File: src/rtl/mem_port_arbiter.sv
// Purpose: round-robin sequencer sharing one single-ported memory between the CPU and the loader port.
// Latency: request sampled in IDLE at edge k -> mem_en in cycle k+1, done in cycle k+2+MEM_LAT, IDLE again at k+3+MEM_LAT.
// Backpressure: level requests wait in place while busy; no loss and no timeout, one access in flight at a time.
module mem_port_arbiter #(
  parameter int ADDR_W  = 8,
  parameter int DATA_W  = 32,
  parameter int MEM_LAT = 1
) (
  input  logic              Clk,
  input  logic              Reset,
  input  logic              cpu_req,
  input  logic              cpu_we,
  input  logic [ADDR_W-1:0] cpu_addr,
  input  logic [DATA_W-1:0] cpu_wdata,
  output logic [DATA_W-1:0] cpu_rdata,
  output logic              cpu_done,
  input  logic              ld_req,
  input  logic              ld_we,
  input  logic [ADDR_W-1:0] ld_addr,
  input  logic [DATA_W-1:0] ld_wdata,
  output logic [DATA_W-1:0] ld_rdata,
  output logic              ld_done,
  output logic              mem_en,
  output logic              mem_we,
  output logic [ADDR_W-1:0] mem_addr,
  output logic [DATA_W-1:0] mem_wdata,
  input  logic [DATA_W-1:0] mem_rdata,
  output logic [1:0]        grant,
  output logic              busy
);

  typedef enum logic [1:0] {
    S_IDLE   = 2'd0,
    S_ACCESS = 2'd1,
    S_WAIT   = 2'd2,
    S_DONE   = 2'd3
  } state_t;

  // WAIT runs MEM_LAT cycles: counter loads MEM_LAT-1 and ends at zero.
  localparam logic [1:0] CNT_LOAD = 2'(MEM_LAT - 1);
  localparam logic       SRV_CPU  = 1'b0;
  localparam logic       SRV_LD   = 1'b1;

  state_t              state_q, state_d;
  logic [1:0]          grant_q, grant_d;
  logic                we_q, we_d;
  logic [ADDR_W-1:0]   addr_q, addr_d;
  logic [DATA_W-1:0]   wdata_q, wdata_d;
  logic [1:0]          cnt_q, cnt_d;
  logic                last_q, last_d;
  logic [DATA_W-1:0]   cpu_rdata_q, cpu_rdata_d;
  logic [DATA_W-1:0]   ld_rdata_q, ld_rdata_d;

  // State, access latch, latency counter and read-data registers; reset forgets any access in flight.
  always_ff @(posedge Clk or negedge Reset) begin
    if (!Reset) begin
      state_q     <= S_IDLE;
      grant_q     <= 2'b00;
      we_q        <= 1'b0;
      addr_q      <= '0;
      wdata_q     <= '0;
      cnt_q       <= 2'd0;
      last_q      <= SRV_LD;  // CPU wins the first contended grant
      cpu_rdata_q <= '0;
      ld_rdata_q  <= '0;
    end else begin
      state_q     <= state_d;
      grant_q     <= grant_d;
      we_q        <= we_d;
      addr_q      <= addr_d;
      wdata_q     <= wdata_d;
      cnt_q       <= cnt_d;
      last_q      <= last_d;
      cpu_rdata_q <= cpu_rdata_d;
      ld_rdata_q  <= ld_rdata_d;
    end
  end

  // Next-state: arbitrate in IDLE, count latency in WAIT, capture read data on the last WAIT edge.
  always_comb begin
    state_d     = state_q;
    grant_d     = grant_q;
    we_d        = we_q;
    addr_d      = addr_q;
    wdata_d     = wdata_q;
    cnt_d       = cnt_q;
    last_d      = last_q;
    cpu_rdata_d = cpu_rdata_q;
    ld_rdata_d  = ld_rdata_q;
    case (state_q)
      S_IDLE: begin
        if (cpu_req && (!ld_req || last_q == SRV_LD)) begin
          grant_d = 2'b01;
          we_d    = cpu_we;
          addr_d  = cpu_addr;
          wdata_d = cpu_wdata;
          state_d = S_ACCESS;
        end else if (ld_req) begin
          grant_d = 2'b10;
          we_d    = ld_we;
          addr_d  = ld_addr;
          wdata_d = ld_wdata;
          state_d = S_ACCESS;
        end
      end
      S_ACCESS: begin
        cnt_d   = CNT_LOAD;
        state_d = S_WAIT;
      end
      S_WAIT: begin
        if (cnt_q == 2'd0) begin
          if (!we_q) begin
            if (grant_q[0]) cpu_rdata_d = mem_rdata;
            else            ld_rdata_d  = mem_rdata;
          end
          state_d = S_DONE;
        end else begin
          cnt_d = cnt_q - 2'd1;
        end
      end
      S_DONE: begin
        last_d  = grant_q[1] ? SRV_LD : SRV_CPU;
        grant_d = 2'b00;
        state_d = S_IDLE;
      end
      default: state_d = S_IDLE;
    endcase
  end

  // Outputs come only from registers or the decoded state, never from the request inputs.
  assign mem_en    = (state_q == S_ACCESS);
  assign mem_we    = mem_en & we_q;
  assign mem_addr  = addr_q;
  assign mem_wdata = wdata_q;
  assign cpu_done  = (state_q == S_DONE) & grant_q[0];
  assign ld_done   = (state_q == S_DONE) & grant_q[1];
  assign cpu_rdata = cpu_rdata_q;
  assign ld_rdata  = ld_rdata_q;
  assign grant     = grant_q;
  assign busy      = (state_q != S_IDLE);

endmodule

File: config.mk
export PLATFORM = sky130hd
export DESIGN_NAME = mem_port_arbiter
export DESIGN_NICKNAME = d
export VERILOG_FILES = /design/src/rtl/mem_port_arbiter.sv
export SDC_FILE = /design/constraint.sdc
export NUM_CORES = 1
export LEC_CHECK = 0
export CAP_MARGIN = 20
export CORE_MARGIN = 2
export CORE_UTILIZATION = 37
export DETAILED_ROUTE_END_ITERATION = 8
export GPL_TIMING_DRIVEN = 0
export PLACE_DENSITY_LB_ADDON = 0.08
export SLEW_MARGIN = 20
export SYNTH_ARGS = -nofsm -noshare
export SYNTH_HDL_FRONTEND = slang
export SYNTH_SLANG_ARGS = --single-unit
File: constraint.sdc
create_clock -name Clk -period 1.65 [get_ports Clk]
set_input_delay 0.33 -clock Clk [delete_from_list [all_inputs] [get_ports Clk]]
set_output_delay 0.33 -clock Clk [all_outputs]
set_load 0.03 [all_outputs]
==> results of run 1 <==
-- final cells by class --
| type | count | area share |
|---|---|---|
| Buffer | 32 | 0.0280 |
| Sequential cell | 112 | 0.356 |
| Timing Repair Buffer | 243 | 0.297 |
| Inverter | 7 | 0.00334 |
| Clock buffer | 12 | 0.0339 |
| Tap cell | 172 | 0.0274 |
| Clock inverter | 3 | 0.00286 |
| Multi-Input combinational cell | 261 | 0.251 |
-- kinds of logic (layout without fill, tap and decap cells) --
logic type | count (synthesis) | after routing | share of synthesized area
multiplexers | 66 | 66 | 0.155
flip-flops | 112 | 112 | 0.584
buffers and inverters | 40 | 297 | 0.0391
AND/OR/NAND/NOR | 55 | 55 | 0.0532
AO/OA/AOI/OAI | 135 | 135 | 0.156
adder cells (fa/ha/maj) | 5 | 5 | 0.0130
-- power breakdown --
group	switching [W]	internal (W)	leakage (nW)	total (W)
clock network	0.00100	0.00115	0.145	0.00215
registers	0.000690	0.00413	1.30	0.00482
logic	0.00514	0.00367	2.01	0.00881
total	0.00683	0.00895	3.45	0.0158
-- metal layers --
metal | routed length, um | up-vias | track usage
met1 | 5750 | 2022 | 0.237
li1 | - | 1994 | -
met5 | 0 | - | 0
met4 | 218 | 0 | 0.0625
met3 | 1060 | 16 | 0.0698
met2 | 7040 | 156 | 0.354
-- synth_stat cells, drive strengths merged --
cell type | instances | share of area
a21boi | 1 | 0.0016
a21o | 2 | 0.0031
a21oi | 41 | 0.043
a31oi | 43 | 0.056
and2 | 3 | 0.0039
and2b | 1 | 0.0016
buf | 18 | 0.022
clkbuf | 15 | 0.012
dfrtp | 111 | 0.58
dfstp | 1 | 0.0055
ha | 5 | 0.013
inv | 7 | 0.0055
mux2 | 65 | 0.15
mux2i | 1 | 0.0021
nand2 | 1 | 0.00078
nand2b | 1 | 0.0013
nand3 | 1 | 0.0010
nand4b | 1 | 0.0031
nor2 | 43 | 0.034
nor2b | 1 | 0.0013
nor3 | 1 | 0.0034
nor3b | 1 | 0.0016
o21a | 1 | 0.0016
o21ai | 44 | 0.046
o22a | 1 | 0.0018
o2bb2ai | 1 | 0.0018
o31ai | 1 | 0.0016
or2b | 1 | 0.0016
-- through the flow --
stage / setup TNS [ns] / util / total power (W) / cells / hold WS [ns]
finish: -0.195 / 0.623 / 0.0158 / 842 / 0.439
global route: -1.26 / 0.623 / 0.0167 / 842 / 0.468
CTS: -1.04 / 0.615 / 0.0156 / 842 / 0.439
detailed placement: -21.64 / 0.581 / 0.0138 / 814 / 0.244
global placement: -474.67 / 0.579 / 0.0137 / 813 / 0.472
floorplan: 0 / - / 0.0100 / 413 / 0.0344
-- worst reg2reg max path: stages (launching register included) --
cell	delay, ns
dfrtp_1	0.40
buf_6	0.12
ha_4	0.16
nand2_4	0.06
nor3_4	0.14
buf_6	0.17
buf_12	0.11
buf_8	0.12
mux2_4	0.30
-- worst max-delay path by stage --
stage / depth (start not counted) / end
floorplan: 6 / ld_rdata[10]
global placement: 1 / mem_addr[1]
detailed placement: 5 / mem_wdata[21]
CTS: 8 / ld_rdata[6]
global route: 8 / ld_rdata[7]
finish: 4 / mem_we
-- sequential cells by signal, indices dropped and copies added, names as in the netlist --
signal	flops
cnt_q	2
grant	2
we_q	1
cpu_rdata	32
ld_rdata	32
state_q	2
last_q	1
mem_wdata	32
mem_addr	8
-- repair_timing --
item	4_1_cts	5_1_grt
endpoints found under the hold margin	35	0
setup endpoints to repair	214	87
buffers inserted	10	2
resized for setup	183	50
pin swaps	4	2
hold buffers	1	0
cloned	2	0
==> results_dict.tcl, run 1 <==
set metrics [dict create \
    clock_latency_ns 0.35 \
    gp_congestion 0.789 \
    max_cap_violations 0 \
    overflow 0 \
    avgSynthCellArea_um2 11.6 \
    fill_cells 1081 \
    path_clk_slew_ns 0.07 \
    cp_slowest_cell "dfrtp_1" \
    worstMarginPinSlew_ns 0.489 \
    final-max-slew-violation-count 0 \
    layout_min_cycle_time_ns 1.69 \
    violations "negative setup slack" \
    grt_use_total 0.204 \
    drt-initial-drc-count 239 \
    syn2layout_area_growth_pct 63.9 \
    final_cell_mix "116 x clkdlybuf4s50_1, 111 x dfrtp_1, 105 x dlygate4sd2_1" \
    required_ns 1.32 \
    crit_arrival_ns 1.36 \
    ant_nets 0 \
    io_buffers 228 \
    grt_pass1_vias 4444 \
    layout.nets 789 \
    die_w_um 118 \
    hold_violations 0 \
    slew_headroom 0.674 \
    setup_viol 9 \
    drc_errors 0 \
    layout_setup_ws_ns -0.0396 \
    synth.distinct_cells 33 \
    max-clock-path-buffers 2 \
    cpPeakStageDelay_ns 0.41 \
    reg2reg_slack_ns -0.03 \
    crit_path_max_fanout 3 \
    path_cells "buf_4 > ha_2 > and2_4 > buf_6" \
    ctsRootBufferMaster "clkbuf_16" \
    wl_um 14100 \
    synth_warnings 0 \
    cp_top_family "flip-flops" \
    syn_area_mm2 0.00480 \
    grt_pass1_wl_um 22700 \
    synthCells 413 \
    num_antenna_cells 0 \
    placed_cell_area_mm2 0.00733 \
    cp-startpoint "state_q[0]" \
    core_mm2 0.0126 \
    ys_seq_elements 112 \
    fin_crit_sh 1.02 \
    ff_latch_area_mm2 0.00280 \
    post-route-cell-area_mm2 0.00787 \
    timing.fmax_mhz 592 \
    min_path_type "in2async" \
    critPathLaunchType "flop" \
    drive_gt1_frac 0.210 \
    path_class "reg2out" \
    fin_skew_ns 0.0102 \
    p_per_area_mw_per_mm2 2010 \
    rows 41 \
    rr_endpoint "ld_rdata[7]" \
    post-place-ws_ns -0.355 \
    syn-num-nets 536 \
    reg2reg_depth 8 \
    cts_tree "done" \
    wire_per_inst_um 16.7 \
    antenna_found_initial 0 \
    firstDrtPassIters 4 \
    rsz0062_at_grt "true" \
    ios 229 \
    die_area_mm2 0.0139 \
    clock-sinks 112 \
    irDropWorstVdd_uv 837 \
    worstSetupEndpointType "output pin" \
    via_count 4188 \
    htree_levels 3 \
    die_h_um 118 \
    r2r_start "state_q[1]" \
    synth.yosys.seq_area_share 0.584 \
    multiInputGateArea_mm2 0.00197 \
    cts_made_buffers 9 \
    vias_per_cell 4.97 \
    leakage_nw 3.45 \
    detailed_place_hpwl_um 10100 \
    path_buf_inv 2 \
    final_common_cell "clkdlybuf4s50_1" \
    initial_core_util 0.380 \
    grt_max_degree 78 \
    outcome "finished with violations" \
]
(Power assumes the default switching activity.)
==> run 2: changes to the inputs <==
Settings changed: HOLD_SLACK_MARGIN set to 0.1.
==> results of run 2 <==
Final layout, timing and power as in run 1 (identical DEF).
